--- src/rtl/fetch_unit_buffered_if.sv ---
// Fetch unit bus: instruction-memory request/response, decode output and redirect.
// Carries o_misaligned only when FETCH_MISALIGN_TRAP_EN is defined.
interface fetch_unit_buffered_if #(
  parameter int XLEN = 64,
  parameter int ILEN = 32
);
  logic            i_redirect;
  logic [XLEN-1:0] i_redirect_pc;
  logic            o_imem_req_valid;
  logic [XLEN-1:0] o_imem_req_addr;
  logic            i_imem_req_ready;
  logic            i_imem_rsp_valid;
  logic [ILEN-1:0] i_imem_rsp_data;
  logic            o_valid;
  logic [ILEN-1:0] o_instruction;
  logic [XLEN-1:0] o_pc;
  logic            i_ready;
`ifdef FETCH_MISALIGN_TRAP_EN
  logic            o_misaligned;

  modport master (
    input  i_redirect, i_redirect_pc, i_imem_req_ready, i_imem_rsp_valid, i_imem_rsp_data, i_ready,
    output o_imem_req_valid, o_imem_req_addr, o_valid, o_instruction, o_pc, o_misaligned
  );
  modport slave (
    output i_redirect, i_redirect_pc, i_imem_req_ready, i_imem_rsp_valid, i_imem_rsp_data, i_ready,
    input  o_imem_req_valid, o_imem_req_addr, o_valid, o_instruction, o_pc, o_misaligned
  );
`else
  modport master (
    input  i_redirect, i_redirect_pc, i_imem_req_ready, i_imem_rsp_valid, i_imem_rsp_data, i_ready,
    output o_imem_req_valid, o_imem_req_addr, o_valid, o_instruction, o_pc
  );
  modport slave (
    output i_redirect, i_redirect_pc, i_imem_req_ready, i_imem_rsp_valid, i_imem_rsp_data, i_ready,
    input  o_imem_req_valid, o_imem_req_addr, o_valid, o_instruction, o_pc
  );
`endif
endinterface

--- src/rtl/fetch_unit_buffered.sv ---
// Buffered instruction fetch: sequential imem requests, in-order response FIFO, redirect drain.
// FETCH_MISALIGN_TRAP_EN: misaligned redirect targets produce one trap entry instead of fetching.
module fetch_unit_buffered #(
  parameter int              XLEN            = 64,
  parameter int              ILEN            = 32,
  parameter int              BUF_DEPTH       = 4,
  parameter int              MAX_OUTSTANDING = 4,
  parameter logic [XLEN-1:0] RESET_PC        = '0
) (
  input logic                   i_clk,
  input logic                   i_rst_n,
  fetch_unit_buffered_if.master bus
);
  localparam int STEP = ILEN / 8;
  localparam int AW   = $clog2(BUF_DEPTH);
  localparam int OW   = $clog2(MAX_OUTSTANDING + 1);
  localparam int CW   = $clog2(BUF_DEPTH + 1);
  localparam int SW   = $clog2(BUF_DEPTH + MAX_OUTSTANDING + 1);
  localparam logic [ILEN-1:0] NOP = ILEN'(32'h0000_0033);

  // FETCH: issue requests | DRAIN: discard stale responses | TRAP/IDLE: misaligned target
  localparam logic [1:0] S_FETCH = 2'd0;
  localparam logic [1:0] S_DRAIN = 2'd1;
`ifdef FETCH_MISALIGN_TRAP_EN
  localparam logic [1:0] S_TRAP  = 2'd2;
  localparam logic [1:0] S_IDLE  = 2'd3;
`endif

  logic [1:0]      r_state;
  logic [XLEN-1:0] r_fetch_pc;
  logic [OW-1:0]   r_out, r_drop;
  logic [CW-1:0]   r_cnt;
  logic [AW-1:0]   r_wp, r_rp, r_tag_wp, r_tag_rp;
  logic [XLEN-1:0] r_tag_pc   [BUF_DEPTH];
  logic [XLEN-1:0] r_fifo_pc  [BUF_DEPTH];
  logic [ILEN-1:0] r_fifo_ins [BUF_DEPTH];

  logic [XLEN-1:0] w_redirect_pc;
  logic [SW-1:0]   w_used;
  logic [OW-1:0]   w_out_next;
  logic            w_req_valid, w_req_fire, w_rsp_keep, w_push_rsp, w_push, w_pop;
  logic [XLEN-1:0] w_push_pc;
  logic [ILEN-1:0] w_push_ins;
  logic [1:0]      w_after_drain;

`ifdef FETCH_MISALIGN_TRAP_EN
  logic            r_misal_pend;
  logic [XLEN-1:0] r_trap_pc;
  logic            r_fifo_mis [BUF_DEPTH];
  logic            w_misal_tgt, w_push_trap;

  assign w_redirect_pc = bus.i_redirect_pc;
  assign w_misal_tgt   = |(bus.i_redirect_pc & XLEN'(STEP - 1));
  assign w_push_trap   = (r_state == S_TRAP) && !bus.i_redirect;
  assign w_push        = w_push_rsp || w_push_trap;
  assign w_push_pc     = w_push_trap ? r_trap_pc : r_tag_pc[r_tag_rp];
  assign w_push_ins    = w_push_trap ? NOP : bus.i_imem_rsp_data;
  assign w_after_drain = r_misal_pend ? S_TRAP : S_FETCH;
`else
  assign w_redirect_pc = bus.i_redirect_pc & ~XLEN'(STEP - 1);
  assign w_push        = w_push_rsp;
  assign w_push_pc     = r_tag_pc[r_tag_rp];
  assign w_push_ins    = bus.i_imem_rsp_data;
  assign w_after_drain = S_FETCH;
`endif

  assign w_used      = SW'(r_out) + SW'(r_cnt);
  assign w_req_valid = i_rst_n && (r_state == S_FETCH) && (r_out < OW'(MAX_OUTSTANDING))
                       && (w_used < SW'(BUF_DEPTH)) && !bus.i_redirect;
  assign w_req_fire  = w_req_valid && bus.i_imem_req_ready;
  assign w_rsp_keep  = bus.i_imem_rsp_valid && (r_drop == '0);
  assign w_push_rsp  = w_rsp_keep && !bus.i_redirect;
  assign w_pop       = (r_cnt != '0) && bus.i_ready && !bus.i_redirect;
  assign w_out_next  = r_out + OW'(w_req_fire) - OW'(bus.i_imem_rsp_valid);

  always_ff @(posedge i_clk) begin
    if (!i_rst_n) begin
      r_state    <= S_FETCH;
      r_fetch_pc <= RESET_PC;
      r_out      <= '0;
      r_drop     <= '0;
      r_cnt      <= '0;
      r_wp       <= '0;
      r_rp       <= '0;
      r_tag_wp   <= '0;
      r_tag_rp   <= '0;
`ifdef FETCH_MISALIGN_TRAP_EN
      r_misal_pend <= 1'b0;
      r_trap_pc    <= '0;
`endif
    end else begin
      r_out <= w_out_next;
      if (bus.i_redirect) begin
        // Everything still in flight after this edge is stale and gets dropped.
        r_fetch_pc <= w_redirect_pc;
        r_drop     <= w_out_next;
        r_cnt      <= '0;
        r_wp       <= '0;
        r_rp       <= '0;
        r_tag_wp   <= '0;
        r_tag_rp   <= '0;
`ifdef FETCH_MISALIGN_TRAP_EN
        r_misal_pend <= w_misal_tgt;
        r_trap_pc    <= bus.i_redirect_pc;
        if (w_out_next != '0) r_state <= S_DRAIN;
        else                  r_state <= w_misal_tgt ? S_TRAP : S_FETCH;
`else
        r_state <= (w_out_next != '0) ? S_DRAIN : S_FETCH;
`endif
      end else begin
        if (w_req_fire) begin
          r_fetch_pc <= r_fetch_pc + XLEN'(STEP);
          r_tag_wp   <= r_tag_wp + AW'(1);
        end
        if (w_rsp_keep) r_tag_rp <= r_tag_rp + AW'(1);
        if (w_push) r_wp <= r_wp + AW'(1);
        if (w_pop)  r_rp <= r_rp + AW'(1);
        if (w_push && !w_pop)      r_cnt <= r_cnt + CW'(1);
        else if (!w_push && w_pop) r_cnt <= r_cnt - CW'(1);
        if (bus.i_imem_rsp_valid && (r_drop != '0)) begin
          r_drop <= r_drop - OW'(1);
          if (r_drop == OW'(1) && r_state == S_DRAIN) r_state <= w_after_drain;
        end
`ifdef FETCH_MISALIGN_TRAP_EN
        if (r_state == S_TRAP) r_state <= S_IDLE;
`endif
      end
    end
  end

  always_ff @(posedge i_clk) begin
    if (w_req_fire) r_tag_pc[r_tag_wp] <= r_fetch_pc;
    if (w_push) begin
      r_fifo_pc[r_wp]  <= w_push_pc;
      r_fifo_ins[r_wp] <= w_push_ins;
`ifdef FETCH_MISALIGN_TRAP_EN
      r_fifo_mis[r_wp] <= w_push_trap;
`endif
    end
  end

  assign bus.o_imem_req_valid = w_req_valid;
  assign bus.o_imem_req_addr  = r_fetch_pc;
  assign bus.o_valid          = (r_cnt != '0);
  assign bus.o_pc             = bus.o_valid ? r_fifo_pc[r_rp] : '0;
  assign bus.o_instruction    = bus.o_valid ? r_fifo_ins[r_rp] : NOP;
`ifdef FETCH_MISALIGN_TRAP_EN
  assign bus.o_misaligned     = bus.o_valid ? r_fifo_mis[r_rp] : 1'b0;
`endif

  // The issue credit keeps the FIFO from overflowing; a response into a full FIFO is a memory bug.
  assert property (@(posedge i_clk) disable iff (!i_rst_n)
    (w_push_rsp && !w_pop) |-> (r_cnt < CW'(BUF_DEPTH)));
  assert property (@(posedge i_clk) disable iff (!i_rst_n)
    bus.i_imem_rsp_valid |-> (r_out != '0));
endmodule

--- src/flat_wrapper.sv ---
// flat-port wrapper written by rule: the top's interface ports become plain ports
module fetch_unit_buffered_flat 
#(
  parameter int              XLEN            = 64,
  parameter int              ILEN            = 32,
  parameter int              BUF_DEPTH       = 4,
  parameter int              MAX_OUTSTANDING = 4,
  parameter logic [XLEN-1:0] RESET_PC        = '0
)
  (i_clk, i_rst_n, bus_i_redirect, bus_i_redirect_pc, bus_i_imem_req_ready, bus_i_imem_rsp_valid, bus_i_imem_rsp_data, bus_i_ready, bus_o_imem_req_valid, bus_o_imem_req_addr, bus_o_valid, bus_o_instruction, bus_o_pc);
  fetch_unit_buffered_if #(.XLEN(XLEN), .ILEN(ILEN)) bus_i ();
  input logic i_clk;
  input logic i_rst_n;
  input wire logic [$bits(bus_i.i_redirect)-1:0] bus_i_redirect;
  input wire logic [$bits(bus_i.i_redirect_pc)-1:0] bus_i_redirect_pc;
  input wire logic [$bits(bus_i.i_imem_req_ready)-1:0] bus_i_imem_req_ready;
  input wire logic [$bits(bus_i.i_imem_rsp_valid)-1:0] bus_i_imem_rsp_valid;
  input wire logic [$bits(bus_i.i_imem_rsp_data)-1:0] bus_i_imem_rsp_data;
  input wire logic [$bits(bus_i.i_ready)-1:0] bus_i_ready;
  output wire logic [$bits(bus_i.o_imem_req_valid)-1:0] bus_o_imem_req_valid;
  output wire logic [$bits(bus_i.o_imem_req_addr)-1:0] bus_o_imem_req_addr;
  output wire logic [$bits(bus_i.o_valid)-1:0] bus_o_valid;
  output wire logic [$bits(bus_i.o_instruction)-1:0] bus_o_instruction;
  output wire logic [$bits(bus_i.o_pc)-1:0] bus_o_pc;
  assign bus_i.i_redirect = bus_i_redirect;
  assign bus_i.i_redirect_pc = bus_i_redirect_pc;
  assign bus_i.i_imem_req_ready = bus_i_imem_req_ready;
  assign bus_i.i_imem_rsp_valid = bus_i_imem_rsp_valid;
  assign bus_i.i_imem_rsp_data = bus_i_imem_rsp_data;
  assign bus_i.i_ready = bus_i_ready;
  assign bus_o_imem_req_valid = bus_i.o_imem_req_valid;
  assign bus_o_imem_req_addr = bus_i.o_imem_req_addr;
  assign bus_o_valid = bus_i.o_valid;
  assign bus_o_instruction = bus_i.o_instruction;
  assign bus_o_pc = bus_i.o_pc;
  fetch_unit_buffered #(.XLEN(XLEN), .ILEN(ILEN), .BUF_DEPTH(BUF_DEPTH), .MAX_OUTSTANDING(MAX_OUTSTANDING), .RESET_PC(RESET_PC)) u_core (.i_clk(i_clk), .i_rst_n(i_rst_n), .bus(bus_i));
endmodule
--- config.mk ---
export PLATFORM = sky130hd
export DESIGN_NAME = fetch_unit_buffered_flat
export DESIGN_NICKNAME = d
export VERILOG_FILES = /design/src/rtl/fetch_unit_buffered_if.sv /design/src/rtl/fetch_unit_buffered.sv /design/src/flat_wrapper.sv
export SDC_FILE = /design/constraint.sdc
export NUM_CORES = 1
export LEC_CHECK = 0
export CAP_MARGIN = 40
export CORE_MARGIN = 2
export CORE_UTILIZATION = 57
export CTS_CLUSTER_SIZE = 28
export DETAILED_ROUTE_END_ITERATION = 16
export GPL_ROUTABILITY_DRIVEN = 0
export PLACE_DENSITY_LB_ADDON = 0.3
export SYNTH_ARGS = -nofsm -noshare
export SYNTH_HDL_FRONTEND = slang
export SYNTH_SLANG_ARGS = --single-unit
--- constraint.sdc ---
create_clock -name i_clk -period 4.9 [get_ports i_clk]
set_input_delay 0.735 -clock i_clk [delete_from_list [all_inputs] [get_ports i_clk]]
set_output_delay 0.735 -clock i_clk [all_outputs]
set_load 0.005 [all_outputs]
==> key figures <==
Floorplan
  – Die X: ~230 um
  – Row count: between 80 and 90
  – Die H: around 230 um
  – DIE AREA: 0.05105 mm^2
  – Starting Density: between 50% and 60%
  – Core area: 0.04875 mm^2
  – Io pins: between 200 and 300

Setup path
  – Worst Path Class, Setup: primary input to primary output
  – Crit path launch: i_rst_n
  – Reg2reg end: u_core.bus.o_imem_req_addr[59]
  – Worst setup path end: bus_o_imem_req_valid
  – CP Capture Type: primary output
  – Worst path cell trace: clkdlybuf4s50_1, nand2_1, nor4_1, clkdlybuf4s50_1
  – Critical Path Source Type: primary input
  – R2R setup slack: 1270 ps
  – Max incr delay on CP: approximately 780 ps
  – Worst path most repeated cell: clkdlybuf4s50_1
  – Slowest-stage cell, CP: clkdlybuf4s50_1
  – Worst R2R Path Depth: 5
  – Data arrival time of the worst path: around 3000 ps
  – R2R Path Start: u_core.bus.o_imem_req_addr[22]
  – Crit Path Max Fanout: 14
  – Worst EP required: ~4200 ps

Clock tree
  – CTS tree: yes
  – Setup Buffers After CTS: 0
  – Clk_lat worst skew: ~600 ps
  – Hold buffer count at CTS: 0
  – Clock tree buffer depth: 3
  – CTS buffer count: just under 70
  – H-tree levels: 3
  – Clock Sinks: a little over 700
  – Reg clk slew, reported paths: ~60 ps
  – CTS resizes: 0
  – Root Buffer: clkbuf_16

Global routing
  – Gr ovfl total: 0
  – Initial antenna violation count: 0
  – Vias in the first global route: between 15000 and 20000
  – Largest net degree at the start of global routing: between 50 and 60
  – GR Util All Layers: about a quarter
  – First-pass GRT wire length: between 90000 and 100000 um

Yosys
  – Top post-synthesis cells by area: edfxtp_1 (67%), mux4_2 (13%), dfxtp_1 (6.0%), and2_1 (2.5%), o21ai_0 (0.84%)
  – Sequential share of the synthesized area: a little over 70%
  – Yosys warnings: 0
  – Number of synthesized register bits: about 700
  – Share of the synthesized area in the top cell type: between 60% and 70%
  – Area leader, netlist: edfxtp_1
  – Ys flop type: edfxtp_1
  – Fraction of registers with async set/reset: 0%
  – Synthesized netlist cell count: 1560
  – Synth cell types: between 50 and 60
  – Post-Syn Area per Cell: roughly 18 um^2
  – Number of synthesized flops with an enable pin: around 620
  – Post-Syn Area: approximately 0.028 mm^2

Place
  – Post-DP HPWL: around 40000 um
  – DP Cell Count: 2438
  – Dpl cell area: about 0.032 mm^2
  – Dpl ws: approximately 1100 ps
  – I/O Buffers: approximately 260

STA
  – Worst setup margin: about 1100 ps
  – Max Slew Vio Count: 0
  – WHS: between 500 and 600 ps
  – Setup tns final: 0 ps
  – Crit share post-route: between 70% and 80%
  – RSZ-0062 raised after global routing: no
  – Slew @ Worst Pin: between 900 and 1000 ps
  – Finish-stage setup viols: 0
  – Post-route minimum period: 3795 ps
  – Slew headroom: between 30% and 40%
  – Max Clock Freq: 263.5 MHz
  – Hold Fails Final Rpt: 0
  – Final worst clock skew: around 23 ps

Detailed routing
  – Drt first pass iters: 5
  – WL final: ~65000 um
  – Vias per inst: around 6.2
  – Initial drt markers: approximately 1900
  – Routed Antenna Nets: 0
  – Via count: roughly 16000
  – DRC: 0
  – WL/cell: 25.36 um

Final layout
  – Final instance area: about 0.034 mm^2
  – Area of the multi-input gates: 0.007246 mm^2
  – Layout cells sized above 1: 16.78%
  – Number of diodes: 0
  – Fillers: 3037
  – Area delta synth->final: 20.62%
  – Final nets: between 1500 and 2000
  – Register area: 0.02043 mm^2
  – Final core utilization: between 60 and 70%
  – Final Non-Filler Cells: roughly 2600

Worst hold path
  – Hold Path Depth: 2
  – Hold Crit Class: flop to flop
  – Min-delay src: u_core.r_tag_wp[1]

Power
  – Worst vdd rail ir drop: 223.7 uV
  – Leak pwr: ~11 nW
  – Pwr per Cell Area: about 400 mW/mm^2
  – Pwr Total: 13.40 mW

Status
  – Status: complete, no violations

Flow run
  – Max-cap violations: 0
[cell families (layout without fill, tap and decap cells)]
group,Yosys count,count (layout),share of synthesized area [%]
flip-flops,708,708,72.73
buffers and inverters,113,445,1.591
multiplexers,161,161,12.69
AO/OA/AOI/OAI,146,146,3.378
other,1,4,0.01336
XOR/XNOR,31,31,0.9670
adder cells (fa/ha/maj),19,19,0.9002
AND/OR/NAND/NOR,381,381,7.732
[registers in the layout, summed over array words and instances, names as in the netlist, named ones only]
name	cells
u_core.bus.o_imem_req_addr	62
u_core.r_fifo_ins	128
u_core.r_tag_wp	2
u_core.r_cnt	3
u_core.r_rp	2
u_core.r_state	1
u_core.r_out	3
u_core.r_wp	2
u_core.r_tag_pc	248
u_core.r_fifo_pc	248
u_core.r_tag_rp	2
u_core.r_drop	3
[layout by cell type, fill, tap and decap left out, types with 12 or more instances in the layout]
cell type        instances
clkbuf_1                22
nor4_1                  15
clkdlybuf4s50_1        256
and3_1                  17
inv_1                   22
clkbuf_16               71
buf_4                   28
xor2_1                  22
o21ai_0                 47
or4_1                   19
nand3_1                 36
nand4_1                 31
edfxtp_1               624
nor3_1                  17
mux4_2                 156
a21oi_1                 22
o211ai_1                23
nor2_1                  44
dfxtp_1                 80
ha_1                    17
or3_1                   15
nand2_1                 47
a211oi_1                13
and2_1                 102
a31oi_1                 12
[power by group]
group	total, mW	switching, mW	internal [mW]	leakage [nW]
Clock	5.15	2.10	3.05	1.08
Combinational	1.26	0.630	0.632	3.25
Sequential	6.99	0.173	6.81	6.37
Total	13.4	2.90	10.5	10.7
[cells in the mapped netlist, types with 15 or more instances]
library cell / count
a21oi_1: 22
and2_1: 110
and3_1: 17
buf_1: 20
clkbuf_1: 61
dfxtp_1: 84
edfxtp_1: 624
ha_1: 17
inv_1: 24
mux4_2: 156
nand2_1: 47
nand3_1: 36
nand4_1: 31
nor2_1: 44
nor3_1: 17
nor4_1: 15
o211ai_1: 23
o21ai_0: 47
or3_1: 15
or4_1: 19
xor2_1: 22
[worst min-delay path by stage]
stage	endpoint	slack, ps
floorplan	u_core.r_tag_wp[1]	470
global placement	u_core.r_tag_wp[1]	480
detailed placement	u_core.r_tag_wp[1]	490
CTS	u_core.r_tag_wp[1]	500
global route	u_core.r_tag_wp[1]	550
finish	u_core.r_tag_wp[1]	510
[worst max-delay path: cells and delay by family]
family	cells	cell delay, ps
buffers and inverters	2	1380
AND/OR/NAND/NOR	2	950
[final cells by class]
cell class	count	area share [%]
Multi-Input combinational cell	742	21.40
Tap cell	664	2.453
Inverter	24	0.2660
Clock buffer	98	5.693
Sequential cell	708	60.33
Timing Repair Buffer	300	9.063
Clock inverter	23	0.7980
[metal layers]
layer / up-vias / track usage (%) / part of all wire [%]
met5: - / 0 / 0
met4: 0 / 8.759 / 2.7
met3: 132 / 3.708 / 6.8
met2: 750 / 43.13 / 51
met1: 8113 / 34.79 / 39
li1: 6844 / - / -
No activity file was read; power rests on OpenSTA's default activity.
